`config.mk`:
```
export PLATFORM = sky130hd
export DESIGN_NAME = life_collect
export DESIGN_NICKNAME = d
export VERILOG_FILES = /design/src/rtl/life_pkg.sv /design/src/rtl/aabb_overlap.sv /design/src/rtl/life_collect.sv
export SDC_FILE = /design/constraint.sdc
export NUM_CORES = 1
export LEC_CHECK = 0
export CELL_PAD_IN_SITES_DETAIL_PLACEMENT = 0
export CELL_PAD_IN_SITES_GLOBAL_PLACEMENT = 1
export CORE_ASPECT_RATIO = 1.5
export CORE_MARGIN = 10
export CORE_UTILIZATION = 38
export CTS_BUF_LIST = sky130_fd_sc_hd__clkbuf_4 sky130_fd_sc_hd__clkbuf_8
export DETAILED_ROUTE_END_ITERATION = 6
export PLACE_DENSITY_LB_ADDON = 0.2
export SYNTH_ARGS = -nofsm -noshare
export SYNTH_HDL_FRONTEND = slang
export SYNTH_SLANG_ARGS = --single-unit
```
`constraint.sdc`:
```
create_clock -name clk -period 5.62 [get_ports clk]
set_input_delay 0.843 -clock clk [delete_from_list [all_inputs] [get_ports clk]]
set_output_delay 0.843 -clock clk [all_outputs]
set_load 0.01 [all_outputs]
```
`src/rtl/life_pkg.sv`:
```
// Shared types and constants for the bonus-life pickup and the player life counter.
package life_pkg;

  localparam logic [10:0] OFFSCREEN_POS = 11'h7FF;

  typedef logic [3:0] lives_t;

  typedef enum logic {
    WATCH,
    ACK
  } pickup_st_t;

  typedef enum logic [1:0] {
    PLAY,
    INVULN,
    OVER
  } life_st_t;

  function automatic lives_t sat_inc(input lives_t v, input lives_t ceil);
    return (v >= ceil) ? ceil : v + 4'd1;
  endfunction

endpackage

```
`src/rtl/aabb_overlap.sv`:
```
// Combinational axis-aligned box intersection; boxes that only share an edge do not overlap.
module aabb_overlap #(
  parameter int A_W = 24,
  parameter int A_H = 24,
  parameter int B_W = 32,
  parameter int B_H = 48
) (
  input  logic [10:0] i_a_x,
  input  logic [10:0] i_a_y,
  input  logic [10:0] i_b_x,
  input  logic [10:0] i_b_y,
  output logic        o_overlap
);

  // One extra bit so that position + size near the right/bottom edge cannot wrap.
  logic [11:0] w_ax, w_ay, w_bx, w_by;

  assign w_ax = {1'b0, i_a_x};
  assign w_ay = {1'b0, i_a_y};
  assign w_bx = {1'b0, i_b_x};
  assign w_by = {1'b0, i_b_y};

  assign o_overlap = (w_ax < w_bx + 12'(B_W)) &&
                     (w_bx < w_ax + 12'(A_W)) &&
                     (w_ay < w_by + 12'(B_H)) &&
                     (w_by < w_ay + 12'(A_H));

endmodule

```
`src/rtl/life_collect.sv`:
```
// Bonus-life pickup handshake and player life/invulnerability/game-over tracking.
// Optional blink of the player during invulnerability: define LIFE_COLLECT_BLINK_EN.
module life_collect
  import life_pkg::*;
#(
  parameter int LIFE_W        = 24,
  parameter int LIFE_H        = 24,
  parameter int PLAYER_W      = 32,
  parameter int PLAYER_H      = 48,
  parameter int INIT_LIVES    = 3,
  parameter int MAX_LIVES     = 5,
  parameter int INVULN_FRAMES = 60,
  parameter int ACK_TIMEOUT   = 4
) (
  input  logic        clk,
  input  logic        reset,
  input  logic        startOfFrame,
  input  logic [10:0] lifeTopLeftX,
  input  logic [10:0] lifeTopLeftY,
  input  logic [10:0] playerTopLeftX,
  input  logic [10:0] playerTopLeftY,
  input  logic        playerHit,
  input  logic        restart,
  output logic        crash,
  output logic        lifeGained,
  output logic [3:0]  lives,
  output logic        invulnerable,
  output logic        gameOver,
  output logic        playerVisible
);

  localparam int ACK_W = $clog2(ACK_TIMEOUT + 1);
  localparam int INV_W = $clog2(INVULN_FRAMES + 1);

  logic w_present, w_box_hit, w_pickup, w_hit;

  pickup_st_t       r_pk_st, w_pk_nxt;
  logic [ACK_W-1:0] r_ack_cnt, w_ack_cnt_nxt;
  life_st_t         r_life_st, w_life_nxt;
  lives_t           r_lives, w_lives_nxt, w_lives_inc;
  logic [INV_W-1:0] r_inv_cnt, w_inv_cnt_nxt;
  logic             r_life_gained;

  aabb_overlap #(
    .A_W(LIFE_W),   .A_H(LIFE_H),
    .B_W(PLAYER_W), .B_H(PLAYER_H)
  ) u_overlap (
    .i_a_x    (lifeTopLeftX),
    .i_a_y    (lifeTopLeftY),
    .i_b_x    (playerTopLeftX),
    .i_b_y    (playerTopLeftY),
    .o_overlap(w_box_hit)
  );

  assign w_present = (lifeTopLeftX != OFFSCREEN_POS);
  assign w_pickup  = (r_pk_st == WATCH) && startOfFrame && w_present && w_box_hit &&
                     (r_life_st != OVER);
  assign w_hit     = playerHit && (r_life_st == PLAY);

  // State registers
  always_ff @(posedge clk) begin
    if (reset) begin
      r_pk_st       <= WATCH;
      r_ack_cnt     <= '0;
      r_life_st     <= PLAY;
      r_lives       <= lives_t'(INIT_LIVES);
      r_inv_cnt     <= '0;
      r_life_gained <= 1'b0;
    end else begin
      // NOTE: non-blocking so every register samples the pre-edge values, independent of statement order.
      r_pk_st       <= w_pk_nxt;
      r_ack_cnt     <= w_ack_cnt_nxt;
      r_life_st     <= w_life_nxt;
      r_lives       <= w_lives_nxt;
      r_inv_cnt     <= w_inv_cnt_nxt;
      r_life_gained <= w_pickup;
    end
  end

  // Pickup next state: hold the acknowledge until the object leaves or the timeout expires
  always_comb begin
    // NOTE: defaults first so every path assigns every signal and no latch is inferred.
    w_pk_nxt      = r_pk_st;
    w_ack_cnt_nxt = r_ack_cnt;
    unique case (r_pk_st)
      WATCH: begin
        if (w_pickup) begin
          w_pk_nxt      = ACK;
          w_ack_cnt_nxt = '0;
        end
      end
      ACK: begin
        if (!w_present || (r_ack_cnt == ACK_W'(ACK_TIMEOUT - 1))) begin
          w_pk_nxt      = WATCH;
          w_ack_cnt_nxt = '0;
        end else begin
          w_ack_cnt_nxt = r_ack_cnt + 1'b1;
        end
      end
      default: w_pk_nxt = WATCH;
    endcase
  end

  // Life next state: credit the pickup first, then apply the hit to the credited count
  assign w_lives_inc = w_pickup ? sat_inc(r_lives, lives_t'(MAX_LIVES)) : r_lives;

  always_comb begin
    w_life_nxt    = r_life_st;
    w_lives_nxt   = w_lives_inc;
    w_inv_cnt_nxt = r_inv_cnt;
    if (restart) begin
      w_life_nxt    = PLAY;
      w_lives_nxt   = lives_t'(INIT_LIVES);
      w_inv_cnt_nxt = '0;
    end else begin
      unique case (r_life_st)
        PLAY: begin
          if (w_hit) begin
            if (w_lives_inc > 4'd1) begin
              w_lives_nxt   = w_lives_inc - 4'd1;
              w_life_nxt    = INVULN;
              w_inv_cnt_nxt = INV_W'(INVULN_FRAMES);
            end else begin
              w_lives_nxt = '0;
              w_life_nxt  = OVER;
            end
          end
        end
        INVULN: begin
          if (startOfFrame) begin
            if (r_inv_cnt <= INV_W'(1)) begin
              w_life_nxt    = PLAY;
              w_inv_cnt_nxt = '0;
            end else begin
              w_inv_cnt_nxt = r_inv_cnt - 1'b1;
            end
          end
        end
        OVER:    w_lives_nxt = r_lives;
        default: w_life_nxt  = PLAY;
      endcase
    end
  end

  // Outputs decode registered state only
  always_comb begin
    crash        = (r_pk_st == ACK);
    lifeGained   = r_life_gained;
    lives        = r_lives;
    invulnerable = (r_life_st == INVULN);
    gameOver     = (r_life_st == OVER);
  end

`ifdef LIFE_COLLECT_BLINK_EN
  logic [1:0] r_blink_cnt;
  logic       r_visible;

  // Low for the first four frames of immunity, then toggling every four frames
  always_ff @(posedge clk) begin
    if (reset) begin
      r_blink_cnt <= '0;
      r_visible   <= 1'b1;
    end else if (w_life_nxt != INVULN) begin
      r_blink_cnt <= '0;
      r_visible   <= 1'b1;
    end else if (r_life_st != INVULN) begin
      r_blink_cnt <= '0;
      r_visible   <= 1'b0;
    end else if (startOfFrame) begin
      r_blink_cnt <= r_blink_cnt + 2'd1;
      if (r_blink_cnt == 2'd3) r_visible <= ~r_visible;
    end
  end

  assign playerVisible = r_visible;
`else
  assign playerVisible = 1'b1;
`endif

endmodule

```
Word-level counts from Yosys, hierarchy flattened
Index checks and enable logic that the tools add are counted.

storage, ports and cells
  register bits = 17
  bits in latches = 0
  bits in writable memories = 0
  ROM bits = 0
  input port bits = 49
  output and inout port bits = 9
  word-level logic and storage cells = 69
  memories = 0

cells by class
  $add $sub $neg = 8
  $mul = 0
  div/mod/pow operators = 0
  order comparisons = 7
  eq/ne operators = 10
  shift-type cells = 0
  multiplexer cells = 21
  bitwise logic cells = 2
  reductions and logical operators = 15

operators by type and width
  cell                     count
  $lt A11 B12 Y1           4
  $add A11 B5 Y12 const B  2
  $add A11 B6 Y12 const B  2
  $mux W6                  4
  $mux W4                  4
  $pmux W6 S2              1
  $ne A11 B11 Y1 const B   1
  $logic_and A1 B1 Y1      8
  $mux W2                  4
  $ne A2 B2 Y1 const B     4
  $pmux W4 S2              1
  $reduce_and A4 Y1        2
  $le A6 B1 Y1 const B     1
  $mux W3                  2
  $pmux W2 S3              1
  $pmux W3 S2              1
  $sub A6 B1 Y6 const B    1
  $add A4 B1 Y4 const B    1
  $ge A4 B3 Y1 const B     1
  $gt A4 B1 Y1 const B     1
  $ne A2 B1 Y1 const B     2
  $sub A4 B1 Y4 const B    1
  $add A3 B1 Y3 const B    1
  $eq A3 B2 Y1 const B     1
  10 further kinds         12

Longest topological paths before layout
  depth after elaboration = 12
  mapped depth = 19
  gate-level depth less buffers = 18

Cells and area by module
A second synthesis with hierarchy kept.

second synthesis, totals
  cell total of the unflattened synthesis = 335
  area, all modules = 2563.7 µm²

modules (own cells, without submodules)
  module        times used  cells an instance  area each (µm²)
  aabb_overlap  1           176                1363.8
  life_collect  1           159                1199.9

Worst setup path after synthesis
No wires, ideal clock.

  path kind = input port to flip-flop
  from = in playerTopLeftX[5]
  to = reg r_lives[3] (netlist: lives[3])
  setup time = 0.086 ns
  data arrival time = 4.292 ns
  data required time = 5.534 ns
  path slack = 1.241 ns
  stages on the path = 17
  cells stage by stage = ha_1 and3_1 xnor2_1 ha_1 a21o_1 a21oi_1 a31oi_1 a2111o_1 nor4_2 buf_2 nand3_1 o21ai_1 inv_2 ha_1 o22a_1 a2111o_1 a221oi_2

between the ends
  cells in the longest elaborated chain, start to end = 12
  elaborated cells between the ends (all ways) = 14
  those cells by class = add/sub: 2; order compare: 3; mux: 4; reduce/logical: 5

ends and longest elaborated chain
  what                                                  RTL line                                  source
  from (decl)                                           life_collect.sv:20                        input logic [10:0] playerTopLeftX,
  $add A11 B6 Y12                                       aabb_overlap.sv:23                        assign o_overlap = (w_ax < w_bx + 12'(B_W)) &&
  $lt A11 B12 Y1                                        aabb_overlap.sv:23
  $logic_and A1 B1 Y1 (*)                               aabb_overlap.sv:23
  $logic_and A1 B1 Y1 (*)                               aabb_overlap.sv:24                        (w_bx < w_ax + 12'(A_W)) &&
  $logic_and A1 B1 Y1 (*)                               aabb_overlap.sv:25                        (w_ay < w_by + 12'(B_H)) &&
  $logic_and A1 B1 Y1 (*) (2 in series)                 life_collect.sv:56                        assign w_pickup = (r_pk_st == WATCH) && startOfFrame && w_present && w_box_hit &&
  $mux W4 (*)                                           life_collect.sv:105                       assign w_lives_inc = w_pickup ? sat_inc(r_lives, lives_t'(MAX_LIVES)) : r_lives;
  $sub A4 B1 Y4 / $gt A4 B1 Y1 (equally long branches)  life_collect.sv:120, life_collect.sv:119
  $mux W4                                               life_collect.sv:119                       if (w_lives_inc > 4'd1) begin
  $mux W4                                               life_collect.sv:118                       if (w_hit) begin
  $pmux W4 S2 (*)                                       life_collect.sv:116                       unique case (r_life_st)
  to (signal assigned)                                  life_collect.sv:66                        r_lives <= lives_t'(INIT_LIVES);
  to (signal assigned)                                  life_collect.sv:74                        r_lives <= w_lives_nxt;
  to (decl)                                             life_collect.sv:40                        lives_t r_lives, w_lives_nxt, w_lives_inc;

Mark *: on every way between the ends. The rest lies on a longest branch, timed or not.
A chain may end at the register's enable or synchronous reset.

Worst setup path after layout
  from = in playerTopLeftX[5]
  to = reg r_inv_cnt[3]

between the ends
  cells in the longest elaborated chain, start to end = 11
  elaborated cells between the ends (all ways) = 12
  those cells by class = add/sub: 1; order compare: 3; eq/ne: 1; mux: 1; reduce/logical: 6

ends and longest elaborated chain
  what                                    RTL line             source
  $add A11 B6 Y12                         aabb_overlap.sv:23
  $lt A11 B12 Y1                          aabb_overlap.sv:23
  $logic_and A1 B1 Y1 (*)                 aabb_overlap.sv:23
  $logic_and A1 B1 Y1 (*)                 aabb_overlap.sv:24
  $logic_and A1 B1 Y1 (*)                 aabb_overlap.sv:25
  $logic_and A1 B1 Y1 (*) (2 in series)   life_collect.sv:56
  $mux W4 (*)                             life_collect.sv:105
  $gt A4 B1 Y1 (*)                        life_collect.sv:119
  $ne A2 B1 Y1 (no source line) (*)       --
  $reduce_and A4 Y1 (no source line) (*)  --
  to (signal assigned)                    life_collect.sv:75   r_inv_cnt <= w_inv_cnt_nxt;
  to (decl)                               life_collect.sv:41   logic [INV_W-1:0] r_inv_cnt, w_inv_cnt_nxt;

Marks and branches as above.

==> metrics.txt <==
# TYPE chip_impl_metric gauge
chip_impl_metric{name="fin_nets",unit=""} 485
chip_impl_metric{name="number_of_top_level_design_ports",unit=""} 58
chip_impl_info{name="setup.worst_path.start_class",value="input port"} 1
chip_impl_metric{name="grt_antenna_before_repair",unit=""} 0
chip_impl_metric{name="synth.yosys.warnings",unit=""} 0
chip_impl_metric{name="cp_num_buf_inv",unit=""} 2
chip_impl_metric{name="wl_met3",unit="um"} 333
chip_impl_metric{name="hpwlAfterDp",unit="um"} 5740
chip_impl_info{name="rsz_0062_raised_after_global_routing",value="false"} 1
chip_impl_info{name="worst_hold_startpoint",value="r_ack_cnt[2]$_SDFFE_PP0P_"} 1
chip_impl_info{name="cts_tree",value="yes"} 1
chip_impl_metric{name="met2WireLength",unit="um"} 3560
chip_impl_metric{name="post-route-util",unit="%"} 49.7
chip_impl_info{name="timing.critical_path.slowest_stage_cell",value="nor4_2"} 1
chip_impl_metric{name="syn_avg_cell_area",unit="um2"} 7.72
chip_impl_metric{name="synth_to_final_area_change",unit="%"} 27.5
chip_impl_metric{name="route.layer.met1.wl",unit="um"} 2620
chip_impl_metric{name="drive_gt1_share",unit="%"} 4.97
chip_impl_metric{name="synth_seq_cells",unit=""} 17
chip_impl_metric{name="stdcell_count",unit=""} 458
chip_impl_metric{name="grt_use_total",unit="%"} 12.9
chip_impl_metric{name="gate_count_post_synth",unit=""} 325
chip_impl_metric{name="drc_errors",unit=""} 0
chip_impl_metric{name="cp.arrival",unit="ns"} 5.08
chip_impl_metric{name="final_weighted_congestion_in_routability_driven_placement",unit=""} 0.849
chip_impl_metric{name="max-clock-path-buffers",unit=""} 2
chip_impl_metric{name="worstMarginPinSlew",unit="ns"} 0.517
chip_impl_metric{name="num-fill-cells",unit=""} 678
chip_impl_metric{name="synth_edf_count",unit=""} 0
chip_impl_metric{name="p_per_area",unit="nW/um2"} 143
chip_impl_metric{name="yosys.cell_types.count",unit=""} 56
chip_impl_info{name="synth.top_cells.by_count",value="ha_1 (53), nor2_1 (29), inv_1 (27)"} 1
chip_impl_metric{name="post_cts_resized",unit=""} 0
chip_impl_info{name="outcome",value="complete, no violations"} 1
chip_impl_metric{name="cts.hold.buffers_added",unit=""} 0
chip_impl_metric{name="setup_viol_count_final",unit=""} 0
chip_impl_info{name="critical_path.cell_chain",value="clkdlybuf4s50_1 > ha_1 > and3_1 > xnor2_1 > ha_1 > a21o_1 > a21oi_1 > a31oi_1 > a2111o_1 > nor4_2 > nand3_1 > o21ai_1 > inv_2 > ha_1 > o21a_1 > o21ai_1 > nand2_1 > o32ai_1"} 1
chip_impl_metric{name="setup_tns",unit="ns"} 0
chip_impl_metric{name="first_global_vias",unit=""} 2585
chip_impl_info{name="crit-reg2reg-launch",value="r_life_st[0]$_SDFFE_PP0P_"} 1
chip_impl_info{name="critical_path.most_common_cell",value="ha_1"} 1
chip_impl_metric{name="placementRows",unit=""} 36
chip_impl_metric{name="cts.repair_timing.setup_buffer_count",unit=""} 0
chip_impl_metric{name="core_region_area",unit="um2"} 6440
chip_impl_info{name="path_delay_family",value="compound AO/OA/AOI/OAI gates"} 1
chip_impl_info{name="cts_root_buffer",value="clkbuf_8"} 1
chip_impl_metric{name="postRouteAntennaNets",unit=""} 0
chip_impl_metric{name="insertion_delay",unit="ns"} 0.25
chip_impl_metric{name="final_critical_path_setup_slack",unit="ns"} 0.705
chip_impl_info{name="criticalPathCategory",value="input port to flop"} 1
chip_impl_metric{name="initial_utilization",unit="%"} 39.0
chip_impl_metric{name="irDropWorstVdd",unit="uV"} 145
chip_impl_metric{name="routed_via_density",unit=""} 5.45
chip_impl_metric{name="cts_sinks",unit=""} 17
chip_impl_metric{name="quantity_of_i_o_buffers_inserted_on_ports",unit=""} 56
chip_impl_metric{name="grt_first_pass_wirelength",unit="um"} 11400
chip_impl_metric{name="max-slew-margin-rel",unit="%"} 65.3
chip_impl_metric{name="syn-num-nets",unit=""} 427
chip_impl_info{name="synth_ff_type",value="dfxtp_1"} 1
chip_impl_metric{name="diodes",unit=""} 0
chip_impl_metric{name="layout_worst_path_cycle_share",unit="%"} 87.5
chip_impl_metric{name="timing.fmax",unit="MHz"} 203
chip_impl_metric{name="timing.critical_path.slowest_cell_delay",unit="ns"} 0.53
chip_impl_metric{name="wirelength",unit="um"} 6650
chip_impl_metric{name="number_of_iterations_in_the_first_detailed_routing_pass",unit=""} 4
chip_impl_metric{name="path_max_fanout",unit=""} 8
chip_impl_info{name="synth_area_leader_cell",value="ha_1"} 1
chip_impl_metric{name="leakage_dissipation",unit="uW"} 0.00140
chip_impl_metric{name="htreeDepth",unit=""} 1
chip_impl_info{name="cp-end-kind",value="flop"} 1
chip_impl_metric{name="design.die.area",unit="um2"} 10300
chip_impl_metric{name="fp.dieW",unit="um"} 86.4
chip_impl_metric{name="critPathRequiredTime",unit="ns"} 5.78
chip_impl_metric{name="detail_route.wl_per_cell",unit="um"} 14.5
chip_impl_info{name="worst_setup_path_startpoint",value="playerTopLeftX[5]"} 1
chip_impl_info{name="yosys-top-cells-area",value="ha_1 (26%), dfxtp_1 (14%), nor2_1 (4.3%)"} 1
chip_impl_metric{name="globalRouteOverflowTotal",unit=""} 0
chip_impl_metric{name="die_height",unit="um"} 120
chip_impl_metric{name="vias",unit=""} 2496
chip_impl_metric{name="dpl.cell_count",unit=""} 454
chip_impl_metric{name="detail_route.iter0.violations",unit=""} 92
chip_impl_metric{name="timing.max_cap.violations",unit=""} 0
chip_impl_metric{name="clk_pin_slew_worst_paths",unit="ns"} 0.07
chip_impl_metric{name="share_of_the_yosys_chip_area_belonging_to_registers",unit="%"} 13.6
chip_impl_metric{name="synthesized_cell_area",unit="um2"} 2510
chip_impl_metric{name="cts-buffers-inserted",unit=""} 3
chip_impl_metric{name="dp_worst_setup_slack",unit="ns"} 0.379
chip_impl_metric{name="hold_violations",unit=""} 0
chip_impl_info{name="topRoutingLayerUsed",value="met4"} 1
chip_impl_metric{name="report.final.slew_viol_count",unit=""} 0
chip_impl_metric{name="final_clock_skew",unit="ns"} 0.00112
chip_impl_info{name="timing.hold.worst.class",value="flop to flop"} 1
chip_impl_metric{name="post-route-min-period",unit="ns"} 4.91
chip_impl_metric{name="netlist.area_leader.share",unit="%"} 26.4
chip_impl_metric{name="largest_net_degree_at_the_start_of_global_routing",unit=""} 12
chip_impl_info{name="leading_cell_type_by_number_of_instances_after_synthesis",value="ha_1"} 1
chip_impl_metric{name="synth-async-reset-ratio",unit="%"} 0
state kept, by name (all words and copies together) (netlist names):
signal	cells
r_ack_cnt	3
r_inv_cnt	6
crash	1
lifeGained	1
lives	4
r_life_st	2
layer usage:
metal  global-route usage [%]  vias up
li1                         -     1300
met1                     13.6     1134
met2                     24.2       51
met3                     2.30       11
met4                     5.18        0
met5                        0        -
metrics by stage:
stage	total power, uW	hold WS [ns]	cell area (um2)
floorplan	277	0.425	2510
global placement	366	0.439	3150
detailed placement	368	0.442	3150
CTS	464	0.457	3200
global route	501	0.510	3200
finish	457	0.452	3200
cell type report:
| type | instances | area (um2) | share of cell area (%) |
|---|---|---|---|
| Multi-Input combinational cell | 276 | 2040 | 63.9 |
| Timing Repair Buffer | 57 | 568 | 17.8 |
| Sequential cell | 17 | 340 | 10.6 |
| Inverter | 28 | 105 | 3.29 |
| Tap cell | 76 | 95.1 | 2.97 |
| Clock buffer | 3 | 41.3 | 1.29 |
| Clock inverter | 1 | 5.00 | 0.156 |
report_power, final:
| group | leakage, uW | internal, uW | switching (uW) |
|---|---|---|---|
| sequential | 0.000138 | 127 | 8.25 |
| combinational | 0.00123 | 112 | 117 |
| clock | 0.0000255 | 49.2 | 44.0 |
tightest hold or removal path, stage by stage, from the launching register on:
cell and delay (ns):
dfxtp_1 0.33, nand2_1 0.05, o31ai_1 0.05
path summary, 6_finish.rpt:
check / slack [ns] / to / cells past startpoint
worst max-delay path: 0.71 / r_inv_cnt[3]$_SDFFE_PP0P_ / 18
worst min-delay path: 0.45 / r_ack_cnt[2]$_SDFFE_PP0P_ / 2
worst max register to register: 2.00 / r_inv_cnt[3]$_SDFFE_PP0P_ / 12
worst min register to register: 0.45 / r_ack_cnt[2]$_SDFFE_PP0P_ / 2
logic make-up (layout without fill, tap and decap cells):
logic type	Yosys count	after routing	synth area share, %
compound gates	86	86	23.3
xor+xnor	21	21	7.33
fa+ha+maj	53	53	26.4
buf+inv	32	89	4.99
flops	17	17	13.6
mux	2	2	0.798
other cells	1	1	0.149
simple gates	113	113	23.5
cell usage in the layout, fill, tap and decap left out, types with 5 or more instances in the layout:
cell type	synthesis	final
clkdlybuf4s50_1	0	56
nand2b_1	7	7
nand3_1	8	8
a21oi_1	19	19
nor2_1	29	29
nand4_1	6	6
ha_1	53	53
xor2_1	10	10
o21a_1	6	6
xnor2_1	11	11
a31oi_1	8	8
o21ai_0	15	15
inv_1	27	27
dfxtp_1	17	17
and3_1	5	5
nand2_1	25	25
nor3_1	8	8
o31ai_1	5	5
Power figures use the tool's default switching activity.
